$ cat src/rtl/twiddle_sched_pkg.sv
// Shared types and default widths for the twiddle ROM burst scheduler.
package twiddle_sched_pkg;
  localparam int ADDR_WIDTH_D  = 9;
  localparam int DATA_WIDTH_D  = 16;
  localparam int STAGE_WIDTH_D = 4;
  localparam int CID_WIDTH     = 1;

  typedef enum logic [1:0] {
    IDLE  = 2'd0,
    ISSUE = 2'd1,
    DRAIN = 2'd2
  } state_t;
endpackage

$ cat src/rtl/twiddle_addr_gen.sv
// Stage-strided address generator: latches a burst's stage and length on load,
// then steps the ROM address once per issue and flags the final address.
module twiddle_addr_gen
  import twiddle_sched_pkg::*;
#(
  parameter int ADDR_WIDTH  = ADDR_WIDTH_D,
  parameter int STAGE_WIDTH = STAGE_WIDTH_D
)(
  input  logic                   clk,
  input  logic                   rst,
  input  logic                   load,
  input  logic                   issue,
  input  logic [STAGE_WIDTH-1:0] stage,
  input  logic [ADDR_WIDTH:0]    len,
  output logic [ADDR_WIDTH-1:0]  addr,
  output logic                   last_issue
);
  localparam logic [ADDR_WIDTH:0]   K_ONE = (ADDR_WIDTH+1)'(1);
  localparam logic [ADDR_WIDTH-1:0] A_ONE = ADDR_WIDTH'(1);

  logic [ADDR_WIDTH-1:0] stride;
  logic [ADDR_WIDTH-1:0] stride_q;
  logic [ADDR_WIDTH-1:0] acc;
  logic [ADDR_WIDTH:0]   k;
  logic [ADDR_WIDTH:0]   len_q;

  // Strides at or beyond the address width alias to 0 modulo DEPTH.
  assign stride     = (int'(stage) < ADDR_WIDTH) ? (A_ONE << stage) : '0;
  assign last_issue = (k == len_q - K_ONE);

  always_ff @(posedge clk or negedge rst) begin
    if (!rst) begin
      stride_q <= '0;
      acc      <= '0;
      k        <= '0;
      len_q    <= '0;
      addr     <= '0;
    end else if (load) begin
      stride_q <= stride;
      acc      <= '0;
      k        <= '0;
      len_q    <= len;
    end else if (issue) begin
      addr <= acc;
      acc  <= acc + stride_q;
      k    <= k + K_ONE;
    end
  end
endmodule

$ cat src/rtl/twiddle_rom_sched.sv
// Round-robin burst scheduler sharing one registered-read twiddle ROM between
// the FFT (client 0) and IFFT (client 1) engines, with a tagged return pipe.
//
// state | meaning
// IDLE  | sample requests, grant round-robin, latch stage/len
// ISSUE | one ROM address per enabled cycle until len addresses issued
// DRAIN | wait for the return pipe to empty (or emit a zero-length done)
module twiddle_rom_sched
  import twiddle_sched_pkg::*;
#(
  parameter int ADDR_WIDTH  = ADDR_WIDTH_D,
  parameter int DATA_WIDTH  = DATA_WIDTH_D,
  parameter int STAGE_WIDTH = STAGE_WIDTH_D
)(
  input  logic                   clk,
  input  logic                   rst,
  input  logic                   c0_req,
  input  logic                   c1_req,
  input  logic [STAGE_WIDTH-1:0] c0_stage,
  input  logic [STAGE_WIDTH-1:0] c1_stage,
  input  logic [ADDR_WIDTH:0]    c0_len,
  input  logic [ADDR_WIDTH:0]    c1_len,
  output logic                   c0_ack,
  output logic                   c1_ack,
  output logic                   c0_done,
  output logic                   c1_done,
  input  logic                   en,
  output logic [ADDR_WIDTH-1:0]  rom_addr,
  output logic                   rom_clk_en,
  input  logic [DATA_WIDTH-1:0]  rom_data,
  output logic [DATA_WIDTH-1:0]  tw_data,
  output logic                   tw_valid,
  output logic [CID_WIDTH-1:0]   tw_client,
  output logic                   tw_last
);
  state_t                 state;
  logic [CID_WIDTH-1:0]   last_served;
  logic [CID_WIDTH-1:0]   owner;
  logic [CID_WIDTH-1:0]   pick;
  logic [STAGE_WIDTH-1:0] sel_stage;
  logic [ADDR_WIDTH:0]    sel_len;
  logic                   load;
  logic                   issue;
  logic                   last_issue;
  logic                   zero_pend;
  logic                   p1_valid;
  logic                   p1_last;
  logic                   p1_zero;
  logic [CID_WIDTH-1:0]   p1_client;

  // Contention goes to whoever was not served last; a lone requester always wins.
  assign pick      = (c0_req && c1_req) ? ~last_served : CID_WIDTH'(c1_req);
  assign sel_stage = pick[0] ? c1_stage : c0_stage;
  assign sel_len   = pick[0] ? c1_len : c0_len;
  assign load      = (state == IDLE) && (c0_req || c1_req);
  assign issue     = (state == ISSUE) && en;

  assign tw_data    = rom_data;
  assign rom_clk_en = (state != IDLE) || p1_valid || p1_zero || tw_valid;

  twiddle_addr_gen #(
    .ADDR_WIDTH  (ADDR_WIDTH),
    .STAGE_WIDTH (STAGE_WIDTH)
  ) u_addr_gen (
    .clk        (clk),
    .rst        (rst),
    .load       (load),
    .issue      (issue),
    .stage      (sel_stage),
    .len        (sel_len),
    .addr       (rom_addr),
    .last_issue (last_issue)
  );

  always_ff @(posedge clk or negedge rst) begin
    if (!rst) begin
      state       <= IDLE;
      last_served <= CID_WIDTH'(1);
      owner       <= '0;
      zero_pend   <= 1'b0;
      c0_ack      <= 1'b0;
      c1_ack      <= 1'b0;
      p1_valid    <= 1'b0;
      p1_last     <= 1'b0;
      p1_zero     <= 1'b0;
      p1_client   <= '0;
      tw_valid    <= 1'b0;
      tw_last     <= 1'b0;
      tw_client   <= '0;
      c0_done     <= 1'b0;
      c1_done     <= 1'b0;
    end else begin
      c0_ack   <= 1'b0;
      c1_ack   <= 1'b0;
      p1_valid <= issue;
      p1_last  <= issue && last_issue;
      p1_zero  <= 1'b0;
      if (issue) p1_client <= owner;

      case (state)
        IDLE: begin
          if (c0_req || c1_req) begin
            owner       <= pick;
            last_served <= pick;
            c0_ack      <= ~pick[0];
            c1_ack      <= pick[0];
            if (sel_len == '0) begin
              state     <= DRAIN;
              zero_pend <= 1'b1;
            end else begin
              state <= ISSUE;
            end
          end
        end
        ISSUE: begin
          if (en && last_issue) state <= DRAIN;
        end
        DRAIN: begin
          // A zero-length burst sends a data-less token down the pipe to carry its done.
          if (zero_pend) begin
            zero_pend <= 1'b0;
            p1_zero   <= 1'b1;
            p1_client <= owner;
          end else if (!p1_valid && !p1_zero) begin
            state <= IDLE;
          end
        end
        default: state <= IDLE;
      endcase

      tw_valid <= p1_valid;
      tw_last  <= p1_valid && p1_last;
      if (p1_valid || p1_zero) tw_client <= p1_client;
      c0_done  <= ((p1_valid && p1_last) || p1_zero) && !p1_client[0];
      c1_done  <= ((p1_valid && p1_last) || p1_zero) && p1_client[0];
    end
  end
endmodule

$ cat config.mk
export PLATFORM = sky130hd
export DESIGN_NAME = twiddle_rom_sched
export DESIGN_NICKNAME = d
export VERILOG_FILES = /design/src/rtl/twiddle_sched_pkg.sv /design/src/rtl/twiddle_addr_gen.sv /design/src/rtl/twiddle_rom_sched.sv
export SDC_FILE = /design/constraint.sdc
export NUM_CORES = 1
export LEC_CHECK = 0
export BUFFER_PORTS_ARGS = -buffer_cell sky130_fd_sc_hd__buf_4
export CELL_PAD_IN_SITES_DETAIL_PLACEMENT = 0
export CELL_PAD_IN_SITES_GLOBAL_PLACEMENT = 1
export CORE_UTILIZATION = 28
export DETAILED_ROUTE_END_ITERATION = 6
export PLACE_DENSITY = 0.66
export SKIP_LAST_GASP = 1
export SLEW_MARGIN = 20
export SYNTH_ARGS = -nofsm -noshare
export SYNTH_HDL_FRONTEND = slang
export SYNTH_HIERARCHICAL = 1
export SYNTH_SLANG_ARGS = --single-unit
$ cat constraint.sdc
create_clock -name clk -period 1.9 [get_ports clk]
set_input_delay 0.095 -clock clk [delete_from_list [all_inputs] [get_ports clk]]
set_output_delay 0.095 -clock clk [all_outputs]
set_load 0.01 [all_outputs]
* After elaboration in Yosys (flattened, before gate mapping)
Index checks and enable logic that the tools add are counted.
** Operators by class
- Muxes and demuxes :: 26
- Shift operators :: 1
- Add/subtract/negate cells :: 3
- Order comparisons :: 1
- Bitwise logic cells :: 3
- Reduce and logical (&&, ||, !) cells :: 27
- Equality and inequality tests :: 8
** Operators with widths (count)
- 10-bit 2-to-1 mux :: 3
- 9-bit 2-to-1 mux :: 3
- 1-bit 2-to-1 mux :: 12
- 10-bit by 1-bit adder with 10-bit output (second input constant) :: 1
- 10-bit == test :: 1
- 10-bit zero test :: 1
- 2-bit 2-to-1 mux :: 5
- 10-bit by 1-bit subtractor with 10-bit output (second input constant) :: 1
- 9-bit adder :: 1
- 1-bit logical AND :: 9
- 1-bit by 4-bit left shift with 9-bit output (first input constant) :: 1
- 1-bit logical OR :: 6
- 2-bit by 1-bit != test with 1-bit output (second input constant) :: 3
- 2-bit one-hot mux with 3 select lines :: 1
- 2-bit nonzero test :: 3
- 4-bit < comparator (second input constant) :: 1
- 4-bit 2-to-1 mux :: 1
- 2-bit != test (second input constant) :: 2
- 2-bit AND reduction :: 2
- 4-bit AND reduction :: 1
- 1-bit zero test :: 3
- 1-bit inverter :: 3
- 3-bit AND reduction :: 1
- 2-bit by 1-bit == test with 1-bit output (second input constant) :: 1
- 3 further kinds :: 3
** Storage, ports and cells
- Output and inout port bits :: 33
- Word-level logic and storage cells :: 89
- Register bits after elaboration :: 63
- Input port bits :: 49

* Depth between registers and ports, before layout
- Word-level depth :: 7
- Mapped depth :: 10
- Mapped depth without buffers :: 10

* Modules after synthesis
Netlist, hierarchy kept.
** By module, submodules not included
- twiddle_addr_gen :: seq. area each 1176.1 um^2, instances 1, cells an instance 260, area each 2600.0 um^2
- twiddle_rom_sched :: seq. area each 401.6 um^2, instances 1, cells an instance 85, area each 933.4 um^2

* Worst setup path before layout
OpenSTA, ideal clock, no wires.
- Path kind :: register -> register
- Start :: register u_addr_gen.len_q[0]
- End :: register state[0]
- Period minus slack after synthesis :: 2.005 ns
- Cell stages (with the launch flop) :: 10
- Path slack :: -0.105 ns
- Data arrival time :: 1.884 ns
- Path buffers :: 0
- Data required time :: 1.779 ns
- Library setup time :: 0.121 ns
- Cells stage by stage :: dfrtp_1 inv_1 ha_1 nor3b_2 nand2_1 o311ai_1 nor2_1 nor4_2 nand2_1 a22o_1
** On the way
- Longest elaborated chain between the ends :: 5
** Ends and longest elaborated chain
- start: declaration :: line twiddle_addr_gen.sv:25 : logic [ADDR_WIDTH:0] len_q;
- start signal: assignment :: line twiddle_addr_gen.sv:42 : len_q <= len;
- 10-bit by 1-bit subtractor with 10-bit output :: line twiddle_addr_gen.sv:29 : assign last_issue = (k == len_q - K_ONE);
- 10-bit == test :: line twiddle_addr_gen.sv:29
- net last_issue :: line twiddle_rom_sched.sv:44 : logic last_issue;
- 1-bit logical AND :: line twiddle_rom_sched.sv:116 : if (en && last_issue) state <= DRAIN;
- 2-bit by 1-bit != test with 1-bit output (no source line)
- 4-bit AND reduction (no source line)
- end signal: assignment :: line twiddle_rom_sched.sv:116
- end signal: assignment :: line twiddle_rom_sched.sv:125 : state <= IDLE;
- end signal: assignment :: line twiddle_rom_sched.sv:128 : default: state <= IDLE;
- end: declaration :: line twiddle_rom_sched.sv:36 : state_t state;
The timed path passes the listed nets, and every way through them passes these cells.
A chain may end at the register's enable or synchronous reset.

* Worst setup path after layout
- Start :: register u_addr_gen.len_q[1]
- End :: register state[1]
Same word-level chain as after synthesis.

==> impl_summary.md <==
Route
The number of remaining DRC errors is 0. The antenna violation net count after detailed routing is 0. The pre-antenna-repair detailed-routing pass consisted of 4 iterations. The number of vias in the routed layout is 2703. In the routed layout, each cell is associated on average with a via count of 4.605. The detailed-route wire length is 8129 um. For this block, the initial DRC count from the detailed router was 114.

The average wire length per cell after detail routing is 13.85 um.

Clock network
In this run the clock root is driven by a clkbuf_16. The H-tree depth is 3. The number of buffers created by CTS is 9. The clock-pin slew reported for the worst setup and hold paths after clock tree synthesis is 0.06 ns. Counting along the longest clock path gives a buffer depth of 2.

At the later pin of the worst-skew pair, clock insertion delay measures 0.32 ns. The TritonCTS clock tree is yes. Clock tree synthesis found a total of 63 sinks.

Finish
Counting the fill cells in the layout gives 1184. The area of all sequential standard cells is 1578 um2. Of the cells placed in the final design, the portion with a size suffix greater than 1 is 0.3628. The layout-stage area growth over the synthesis result is 30.06%. The number of antenna diodes in the final layout is 0. The total area of multi-input combinational cells is 1737 um2. In the final design database the tool counted 474 nets.

The count of cells in the finished layout, fillers not included, comes to 587. Once layout is complete, the utilization of the core stands at 0.3779.

Synth
The count of distinct cell types in the synthesized netlist is 58. The total of flip-flops plus latches after synthesis is 63. The share of the Yosys chip area taken by registers is 0.4465.

The post-synthesis area per instance is 10.24 um2. Summed over all instances, the cell type with the most area after synthesis is dfrtp_1. Of the post-synthesis cell area, the dominant cell type holds 0.4391. Yosys printed 6 warnings. By area the synthesized netlist is led by dfrtp_1 44%, mux2_2 10%, nor2_1 3.6%.

The combined area of all synthesized cells is 3533 um2. The post-synth net total is 405. In the synthesized netlist the dominant register cell turns out to be dfrtp_1. Of all flip-flops after synthesis, the portion carrying an async set or reset was 1.000. The cell count after synthesis is 345.

The number of enable-type register cells in the synthesized netlist is 0.

Global routing
In the global route stage, met2 resource usage came out at 0.2275. For met1 alone, demand over resource in global routing was 0.1706. The via count of the first global-routing pass is 2796. Entering global routing, the biggest net connects 41 pins. The total track usage is 0.1344. The remaining global-route overflow is 0. The initial antenna violation count is 0. The wire length of the first global-routing pass is 13570 um. After global routing, the most crowded layer is met2.

The global-route track usage on met3 is 0.02382.

Worst setup path
The worst register-to-register path begins at u_addr_gen/len_q[1]. At the worst endpoint, the required time is 2.15 ns. The critical path endpoint category is a register. The launching element type of the critical path is a register. Tracing the worst setup path back leads to its startpoint at u_addr_gen/len_q[1]. The critical path class is reg -> reg. The maximum net fanout on the critical path is 4. Walking the worst path, the cells encountered are inv_2, ha_4, nor3b_4, nand2_1, o311ai_1, nor2_1, nor4_2, and3_1, a21oi_1, o21ai_1. The slowest stage of the critical path belongs to the cell dfrtp_1.

On the worst path, the slowest cell contributes a delay of 0.39 ns. The signal arrival time at the worst endpoint is 2.26 ns.

Timing
Derived from the worst setup path, the maximum achievable clock frequency is 497.5 MHz. Setup violations remaining at the end of the flow were counted as 5. The smallest clock period supported by the final layout is computed as 2.010 ns. Measured against its own limit, the worst slew margin works out to 0.7107. The final count of hold timing violations is 0.

The measured slew at the worst slew-check pin is 0.4294 ns. The final clock period utilization by the worst path is 1.058. Once routing completed, OpenROAD measured the worst setup slack at -0.1101 ns.

Setup repair after global routing could not meet its margin everywhere. Hold timing on the final database bottoms out at a slack of 0.1114 ns. The final-report max-slew violation count is 0.

Between clock sinks in the finished design, the worst skew comes to 0.006727 ns.

Placed design
At the end of routability-driven placement, the weighted congestion stood at 0.8308. After detailed placement, the design holds a cell count of 563. The count of input and output buffers is 49. The pre-CTS setup slack is -0.1697 ns. The detailed-placement wirelength estimate is 5906 um.

Worst hold path
The worst hold path belongs to the class in -> reg. The startpoint of the most critical hold path is en.

Outcome
The checks that failed: negative setup slack. The run finished, with violations left.

Die
The floorplan step set the die height to 114.3 um. The starting utilization of the core area is 0.2905. The placeable core area is 12160 um2. After floorplanning, the core was divided into 40 placement rows. The number of ports placed on the die boundary is 82.

The floorplan die area is 13070 um2. The die outline width is 114.3 um.

Pwr
Across the VDD grid, the largest voltage drop is 0.7301 mV. The total leakage power is 0.002077 uW. In this run the power density over the cells is 1570 nW/um2.

Job
The tool flagged a number of max-cap violations equal to 0.
## Yosys cell counts (2+ instances only)
cell type / instances
ha_1: 10
a21o_1: 3
nand2_1: 17
inv_1: 19
xor2_1: 10
o21a_1: 3
nor3b_1: 3
xnor2_1: 8
a211oi_1: 2
a21oi_1: 7
a221o_1: 2
dfrtp_1: 62
nand4_1: 9
buf_2: 3
nand2b_1: 4
nor4_1: 5
nand3b_1: 6
o22ai_1: 2
mux2_2: 32
or3_2: 2
o21ai_0: 20
nor2b_1: 7
nand3_1: 11
clkbuf_1: 6
buf_4: 16
or3_1: 2
nor2_1: 34
mux2i_1: 7
and2_1: 2
nor3_1: 3
## sequential cells by signal (all words and copies together) (netlist names), 2 cells and up
register,flops
u_addr_gen/len_q,10
u_addr_gen/stride_q,9
u_addr_gen/addr,9
u_addr_gen/acc,9
state,2
u_addr_gen/k,10
## critical path, delay by kind of cell (launching register included)
family                   cells  cell delay (ns)
adder cells (fa/ha/maj)      1             0.14
buffers and inverters        1             0.09
flip-flops                   1             0.39
AO/OA/AOI/OAI                3             0.44
AND/OR/NAND/NOR              5             0.87
## path summary, 6_finish.rpt
check                      depth (start not counted)         endpoint  slack (ns)
setup / recovery                                  10         state[1]       -0.11
hold / removal                                     3         state[0]        0.11
setup reg to reg                                  10         state[1]       -0.11
min in group asynchronous                          2          c1_done        0.27
max in group asynchronous                          3  u_addr_gen/k[3]        1.10
hold reg to reg                                    0         tw_valid        0.39
## per-stage QoR
stage / setup TNS [ns] / instance area, um2 / power (uW)
6_report: -0.4200 / 4596 / 7214
3_3_place_gp: -0.2192 / 4189 / 5281
5_1_grt: -0.8878 / 4596 / 7759
4_1_cts: -0.2663 / 4588 / 7302
3_5_place_dp: -0.5586 / 4189 / 5353
2_1_floorplan: 0 / 3542 / 4245
## placed cells by master, fill, tap and decap left out, drive strengths merged, types with 4 or more instances in the layout
cell type	Yosys	routed
clkbuf	7	10
buf	21	85
and2	4	4
mux2	33	33
mux2i	7	7
or3	4	4
nand2b	4	4
inv	19	19
dfrtp	62	62
nand3b	6	6
nor2b	8	8
xor2	10	10
nor2	34	34
nand4	9	9
ha	10	10
nor4	6	6
nor3b	4	4
xnor2	8	8
nand3	11	11
nand2	17	17
a21oi	7	7
o21ai	21	21
## cells by family (layout without fill, tap and decap cells)
kind of cell / Yosys count / count (layout) / share of synthesized area
flops: 63 / 63 / 0.4465
mux: 40 / 40 / 0.1250
buf+inv: 47 / 121 / 0.07294
xor+xnor: 18 / 18 / 0.04462
compound gates: 50 / 50 / 0.09419
simple gates: 116 / 116 / 0.1756
fa+ha+maj: 11 / 11 / 0.04108
## power by group
part / internal, uW / switching (uW) / total (uW)
logic: 1710 / 1490 / 3200
clock network: 1140 / 602 / 1740
registers: 1870 / 399 / 2270
total: 4730 / 2490 / 7210
## area by class of cell
class,instances,area share
Clock buffer,10,0.04982
Timing Repair Buffer,86,0.1492
Clock inverter,6,0.01851
Multi-Input combinational cell,235,0.3779
Inverter,19,0.01552
Sequential cell,63,0.3433
Tap cell,168,0.04574
## per-layer routing
| metal | part of all wire | vias up |
|---|---|---|
| met5 | 0 | - |
| met4 | 0.012 | 0 |
| met3 | 0.041 | 8 |
| met2 | 0.47 | 63 |
| met1 | 0.47 | 1303 |
| li1 | - | 1329 |
## what timing repair did
action                                 CTS  global route
hold buffers                             1             0
resized for setup                       12             0
endpoints found under the hold margin   30             0
setup buffers                            6             1
pin swaps                                8             1
setup endpoints to repair                5             5
(Power assumes the default switching activity.)
